===== src/rtl/cpu_types_pkg.sv =====
// Shared CPU cache types: data word, MSI coherence state and snoop FSM state encodings.
package cpu_types_pkg;

  typedef logic [31:0] word_t;

  typedef logic [1:0] msi_t;
  localparam msi_t MSI_I = 2'b00;
  localparam msi_t MSI_S = 2'b01;
  localparam msi_t MSI_M = 2'b10;

  typedef logic [2:0] snoop_state_t;
  localparam snoop_state_t ST_IDLE    = 3'd0;
  localparam snoop_state_t ST_LOOKUP  = 3'd1;
  localparam snoop_state_t ST_RESP    = 3'd2;
  localparam snoop_state_t ST_WB0     = 3'd3;
  localparam snoop_state_t ST_WB1     = 3'd4;
  localparam snoop_state_t ST_UPDATE  = 3'd5;
  localparam snoop_state_t ST_RELEASE = 3'd6;

  // The unused encoding 2'b11 is folded onto Invalid.
  function automatic msi_t msi_norm(input msi_t m);
    if (m == 2'b11) begin
      return MSI_I;
    end else begin
      return m;
    end
  endfunction

endpackage


===== src/rtl/snoop_stats.sv =====
// Snoop statistics counters (snoops, hits, completed writebacks); built only with SNOOP_STATS_EN.
`ifdef SNOOP_STATS_EN
module snoop_stats
  import cpu_types_pkg::*;
(
  input  logic  CLK,
  input  logic  nRST,
  input  logic  resp_i,
  input  logic  hit_i,
  input  logic  wb_done_i,
  output word_t snoop_cnt_o,
  output word_t hit_cnt_o,
  output word_t wb_cnt_o
);

  word_t snoop_cnt_q, hit_cnt_q, wb_cnt_q;

  // Free-running counters, wrapping naturally at 2^32.
  always_ff @(posedge CLK or negedge nRST) begin
    if (!nRST) begin
      snoop_cnt_q <= 32'd0;
      hit_cnt_q   <= 32'd0;
      wb_cnt_q    <= 32'd0;
    end else begin
      if (resp_i)           snoop_cnt_q <= snoop_cnt_q + 32'd1;
      if (resp_i && hit_i)  hit_cnt_q   <= hit_cnt_q + 32'd1;
      if (wb_done_i)        wb_cnt_q    <= wb_cnt_q + 32'd1;
    end
  end

  assign snoop_cnt_o = snoop_cnt_q;
  assign hit_cnt_o   = hit_cnt_q;
  assign wb_cnt_o    = wb_cnt_q;

endmodule
`endif


===== src/rtl/snoop_responder.sv =====
// Cache snoop responder: lookup, respond, write back dirty block, update MSI state.
// Optional statistics counters are enabled with the SNOOP_STATS_EN macro.
module snoop_responder
  import cpu_types_pkg::*;
(
  input  logic        CLK,
  input  logic        nRST,
  input  logic        ccwait,
  input  logic        ccinv,
  input  logic [31:0] ccsnoopaddr,
  input  logic        dwait,
  input  logic        lk_hit,
  input  logic        lk_way,
  input  logic [1:0]  lk_msi,
  input  logic [31:0] lk_word0,
  input  logic [31:0] lk_word1,
  output logic [25:0] lk_tag,
  output logic [2:0]  lk_idx,
  output logic        cctrans,
  output logic        ccwrite,
  output logic        snp_active,
  output logic [31:0] snp_daddr,
  output logic [31:0] snp_dstore,
  output logic        upd_en,
  output logic        upd_way,
  output logic [2:0]  upd_idx,
  output logic [1:0]  upd_msi
`ifdef SNOOP_STATS_EN
  ,
  output logic [31:0] snoop_cnt,
  output logic [31:0] hit_cnt,
  output logic [31:0] wb_cnt
`endif
);

  snoop_state_t state_q, state_d;
  logic [28:0]  addr_q, addr_d;   // {tag, idx}; the block offset is implied by WB0/WB1
  logic         inv_q, inv_d;
  logic         hit_q, hit_d;
  logic         way_q, way_d;
  msi_t         msi_q, msi_d;
  word_t        w0_q, w0_d;
  word_t        w1_q, w1_d;
  logic         unused_blkoff;

  assign unused_blkoff = ^ccsnoopaddr[2:0];

  // State and captured-snoop registers.
  always_ff @(posedge CLK or negedge nRST) begin
    if (!nRST) begin
      state_q <= ST_IDLE;
      addr_q  <= 29'd0;
      inv_q   <= 1'b0;
      hit_q   <= 1'b0;
      way_q   <= 1'b0;
      msi_q   <= MSI_I;
      w0_q    <= 32'd0;
      w1_q    <= 32'd0;
    end else begin
      state_q <= state_d;
      addr_q  <= addr_d;
      inv_q   <= inv_d;
      hit_q   <= hit_d;
      way_q   <= way_d;
      msi_q   <= msi_d;
      w0_q    <= w0_d;
      w1_q    <= w1_d;
    end
  end

  // Next-state and capture logic.
  always_comb begin
    state_d = state_q;
    addr_d  = addr_q;
    inv_d   = inv_q;
    hit_d   = hit_q;
    way_d   = way_q;
    msi_d   = msi_q;
    w0_d    = w0_q;
    w1_d    = w1_q;
    case (state_q)
      ST_IDLE: begin
        if (ccwait) begin
          addr_d  = ccsnoopaddr[31:3];
          inv_d   = ccinv;
          state_d = ST_LOOKUP;
        end else begin
          state_d = ST_IDLE;
        end
      end
      ST_LOOKUP: begin
        hit_d   = lk_hit;
        way_d   = lk_way;
        msi_d   = msi_norm(lk_msi);
        w0_d    = lk_word0;
        w1_d    = lk_word1;
        state_d = ST_RESP;
      end
      ST_RESP: begin
        if (hit_q && (msi_q == MSI_M)) begin
          state_d = ST_WB0;
        end else if (hit_q && (msi_q == MSI_S) && inv_q) begin
          state_d = ST_UPDATE;
        end else begin
          state_d = ST_RELEASE;
        end
      end
      // Losing the bus mid-writeback abandons the snoop without touching state.
      ST_WB0: begin
        if (!ccwait) begin
          state_d = ST_IDLE;
        end else if (!dwait) begin
          state_d = ST_WB1;
        end else begin
          state_d = ST_WB0;
        end
      end
      ST_WB1: begin
        if (!ccwait) begin
          state_d = ST_IDLE;
        end else if (!dwait) begin
          state_d = ST_UPDATE;
        end else begin
          state_d = ST_WB1;
        end
      end
      ST_UPDATE: state_d = ST_RELEASE;
      ST_RELEASE: begin
        if (!ccwait) begin
          state_d = ST_IDLE;
        end else begin
          state_d = ST_RELEASE;
        end
      end
      default: state_d = ST_IDLE;
    endcase
  end

  // Moore output decode from the state and captured registers only.
  always_comb begin
    lk_tag     = 26'd0;
    lk_idx     = 3'd0;
    cctrans    = 1'b0;
    ccwrite    = 1'b0;
    snp_daddr  = 32'd0;
    snp_dstore = 32'd0;
    upd_en     = 1'b0;
    upd_way    = 1'b0;
    upd_idx    = 3'd0;
    upd_msi    = MSI_I;
    snp_active = (state_q != ST_IDLE);
    case (state_q)
      ST_LOOKUP: begin
        lk_tag = addr_q[28:3];
        lk_idx = addr_q[2:0];
      end
      ST_RESP: begin
        cctrans = 1'b1;
        ccwrite = hit_q && (msi_q == MSI_M);
      end
      ST_WB0: begin
        snp_daddr  = {addr_q, 3'b000};
        snp_dstore = w0_q;
      end
      ST_WB1: begin
        snp_daddr  = {addr_q, 3'b100};
        snp_dstore = w1_q;
      end
      ST_UPDATE: begin
        upd_en  = 1'b1;
        upd_way = way_q;
        upd_idx = addr_q[2:0];
        if (inv_q) begin
          upd_msi = MSI_I;
        end else begin
          upd_msi = MSI_S;
        end
      end
      default: begin
        lk_tag = 26'd0;
      end
    endcase
  end

`ifdef SNOOP_STATS_EN
  snoop_stats u_stats (
    .CLK         (CLK),
    .nRST        (nRST),
    .resp_i      (state_q == ST_RESP),
    .hit_i       (hit_q),
    .wb_done_i   ((state_q == ST_WB1) && ccwait && !dwait),
    .snoop_cnt_o (snoop_cnt),
    .hit_cnt_o   (hit_cnt),
    .wb_cnt_o    (wb_cnt)
  );
`endif

endmodule


===== config.mk =====
export PLATFORM = sky130hd
export DESIGN_NAME = snoop_responder
export DESIGN_NICKNAME = d
export VERILOG_FILES = /design/src/rtl/cpu_types_pkg.sv /design/src/rtl/snoop_stats.sv /design/src/rtl/snoop_responder.sv
export SDC_FILE = /design/constraint.sdc
export NUM_CORES = 1
export LEC_CHECK = 0
export ABC_AREA = 1
export CAP_MARGIN = 25
export CORE_ASPECT_RATIO = 1.1
export CORE_MARGIN = 2
export CORE_UTILIZATION = 45
export DETAILED_ROUTE_END_ITERATION = 8
export MAX_ROUTING_LAYER = met4
export PLACE_DENSITY_LB_ADDON = 0.3
export SLEW_MARGIN = 0
export SYNTH_ARGS = -nofsm -noshare
export SYNTH_HDL_FRONTEND = slang
export SYNTH_HIERARCHICAL = 1
export SYNTH_SLANG_ARGS = --single-unit
export TNS_END_PERCENT = 30

===== constraint.sdc =====
create_clock -name CLK -period 3.97 [get_ports CLK]
set_input_delay 1.191 -clock CLK [delete_from_list [all_inputs] [get_ports CLK]]
set_output_delay 1.191 -clock CLK [all_outputs]
set_load 0.05 [all_outputs]

==> results.toml <==
[place]
globalplace.congestion = 0.8281
place_area_mm2 = 0.006899
dpl.hpwl_um = 9432
buffer_ports.inserted = 201

[final_layout]
area.growth.synth_to_final_pct = 56.46
n_antenna_cell = 0
layout.cells.most_common = "nand2_1"
final_nets = 926
final_cell_mix = "nand2_1 (308), clkdlybuf4s50_1 (109), nor2_1 (101), dfrtp_1 (101), inv_1 (42)"
stdcell_area_mm2 = 0.007239
drive_above_1_share = 0.1090

[power_and_ir_drop]
power_switching_uw = 2940
power.density_mw_per_mm2 = 834.4
swShare = 0.4866
power.internal_uw = 3101
leakagePower_uw = 0.004230
p_seq_frac = 0.293
share_of_total_power_in_the_clock_network = 0.129
comb_power_share = 0.578
peakVddDrop_uv = 430.6

[global_routing]
grt_first_pass_wirelength_um = 20580
antenna_violations_before_repair = 0
grt_max_degree = 84
grt.overflow.total = 0
first_global_vias = 4336
gr-usage-all-layers = 0.2421

[hold_path]
worst_hold_path_type = "register to register"

[critical_path]
worst-endpoint-arrival_ns = 2.34
sort_of_element_at_the_end_of_the_critical_path = "primary output"
start_kind = "register"
path_class = "register to primary output"
worst-path-max-fanout = 29
timing.critical_path.required_ns = 2.78

[synth]
synthCells = 635
seq_area_frac_synth = 0.5462
number_of_storage_elements_in_the_synthesis_netlist = 101
syn-mean-instance-area_um2 = 7.287
synth.cell_area_mm2 = 0.004627
synth-warning-count = 6
ys_types = 16

[sta]
slew_viol_final = 0
setup_viol = 0
finalCriticalPeriod_ns = 3.531
timing_hold_violations_final = 0
worst_slew_pin_slew_ns = 0.8690
rsz0062_at_grt = "false"
final_min_period_over_clock_period = 0.8894
finalSetupTns_ns = 0
clock-skew-final_ns = 0.01765
timing.max_slew.rel_slack = 0.4200
maxClockFrequency_ghz = 0.2832

[clock_network]
clk_pin_slew_ns = 0.09
cts_buffers = 9
clk_root_buffer_cell = "clkbuf_8"
cts-htree-levels = 3
ctsLongestPathBuffers = 2
insertion_delay_ns = 0.36
cts_tree = "done"
cts.sinks = 101

[outcome]
run_status = "completed"

[die]
die-width_um = 100.7
dieArea_mm2 = 0.01111
top_level_ports = 208
rows = 38
initial_utilization = 0.4656
placeableCoreArea_mm2 = 0.009937
die_height_um = 110.4

[routing]
drt_first_iter_violations = 317
vias = 4543
drt_wl_total_um = 12950
detail_route.drc_violations = 0
post_drt_via_cell_ratio = 4.802
final_antenna_net_count = 0
drt-wirelength-per-cell_um = 13.69
drt_pass1_iterations = 5

[flow_run]
timing.max_cap.violations = 0
metal layers:
metal | up-vias | routed length, um | global-route usage
met2 | 172 | 6702 | 0.4133
met3 | 21 | 738 | 0.04414
met5 | - | 0 | -
li1 | 2254 | - | -
met4 | 0 | 246 | 0.07339
met1 | 2096 | 5266 | 0.2948
registers in the layout, summed over array words and instances, names as in the netlist:
register  flops
inv_q         1
state_q       3
w1_q         32
hit_q         1
w0_q         32
addr_q       29
way_q         1
msi_q         2
power groups by stage:
stage	Combinational, uW	Clock [uW]	Sequential [uW]
after floorplan	2310	0	1720
after global placement	3440	0	1760
after detailed placement	3520	0	1780
after CTS	3530	797	1770
after global routing	3760	842	1820
final	3490	777	1770
area by class of cell:
| cell class | instances | area, um2 |
|---|---|---|
| sequential | 101 | 2527 |
| timing repair buffer | 209 | 2362 |
| inverter | 43 | 161.4 |
| fill | 748 | 2698 |
| tap | 120 | 150.1 |
| clock buffer | 10 | 137.6 |
| multi-input combinational | 457 | 1790 |
| clock inverter | 6 | 110.1 |
cell families (layout without fill, tap and decap cells):
logic type,Yosys count,in the layout,synth area share
DFF,101,101,0.5462
and+or+nand+nor,419,419,0.3456
other,1,3,0.0008105
AOI/OAI and AO/OA,35,35,0.03786
buffers and inverters,79,268,0.06950
synth_stat cells:
cell type	n	area [um2]
nand3_1	7	35.03
nand2_1	308	1156
buf_4	4	30.03
buf_2	8	40.04
inv_1	42	157.7
nor3_1	1	5.000
a21oi_1	31	155.2
o21ai_0	4	20.02
nor2_1	101	379.1
nor3_4	1	16.27
buf_1	1	3.750
clkbuf_1	23	86.33
inv_2	1	3.750
nand3b_1	1	7.510
conb_1	1	3.750
dfrtp_1	101	2527
what timing repair did:
| action | CTS | global route |
|---|---|---|
| hold buffers | 0 | 0 |
| buffers inserted | 0 | 0 |
| endpoints found under the setup margin | 0 | 29 |
| resized for setup | 0 | 29 |
metrics by stage:
step	power, uW	utilization	std cells	hold slack (ns)	worst slack, ns
3_5_place_dp	5307	0.6943	929	0.4588	0.4805
6_report	6041	0.7285	946	0.4753	0.4391
5_1_grt	6430	0.7285	946	0.4940	0.2832
4_1_cts	6090	0.7192	945	0.4825	0.07368
3_3_place_gp	5196	0.6943	929	0.4537	0.6089
2_1_floorplan	4029	-	637	0.4422	0.8640
worst max-delay path, stage by stage, from the launching register on:
cell	delay [ns]
dfrtp_1	0.46
nor2_1	0.24
nand2_1	0.14
nand2_1	0.08
inv_1	0.35
nor2_1	0.24
dlymetal6s2s_1	0.47
path summary, 6_finish.rpt:
kind | from | endpoint | slack [ns] | cells after the start
min in group asynchronous | nRST | addr_q[19] | 0.80 | 1
worst min register to register | w1_q[10] | w1_q[10] | 0.48 | 2
max in group asynchronous | nRST | addr_q[6] | 2.24 | 3
worst max register to register | state_q[0] | w1_q[23] | 2.00 | 6
worst min-delay path | w1_q[10] | w1_q[10] | 0.48 | 2
worst max-delay path | state_q[1] | snp_daddr[10] | 0.44 | 6
No activity file was read; power rests on OpenSTA's default activity.
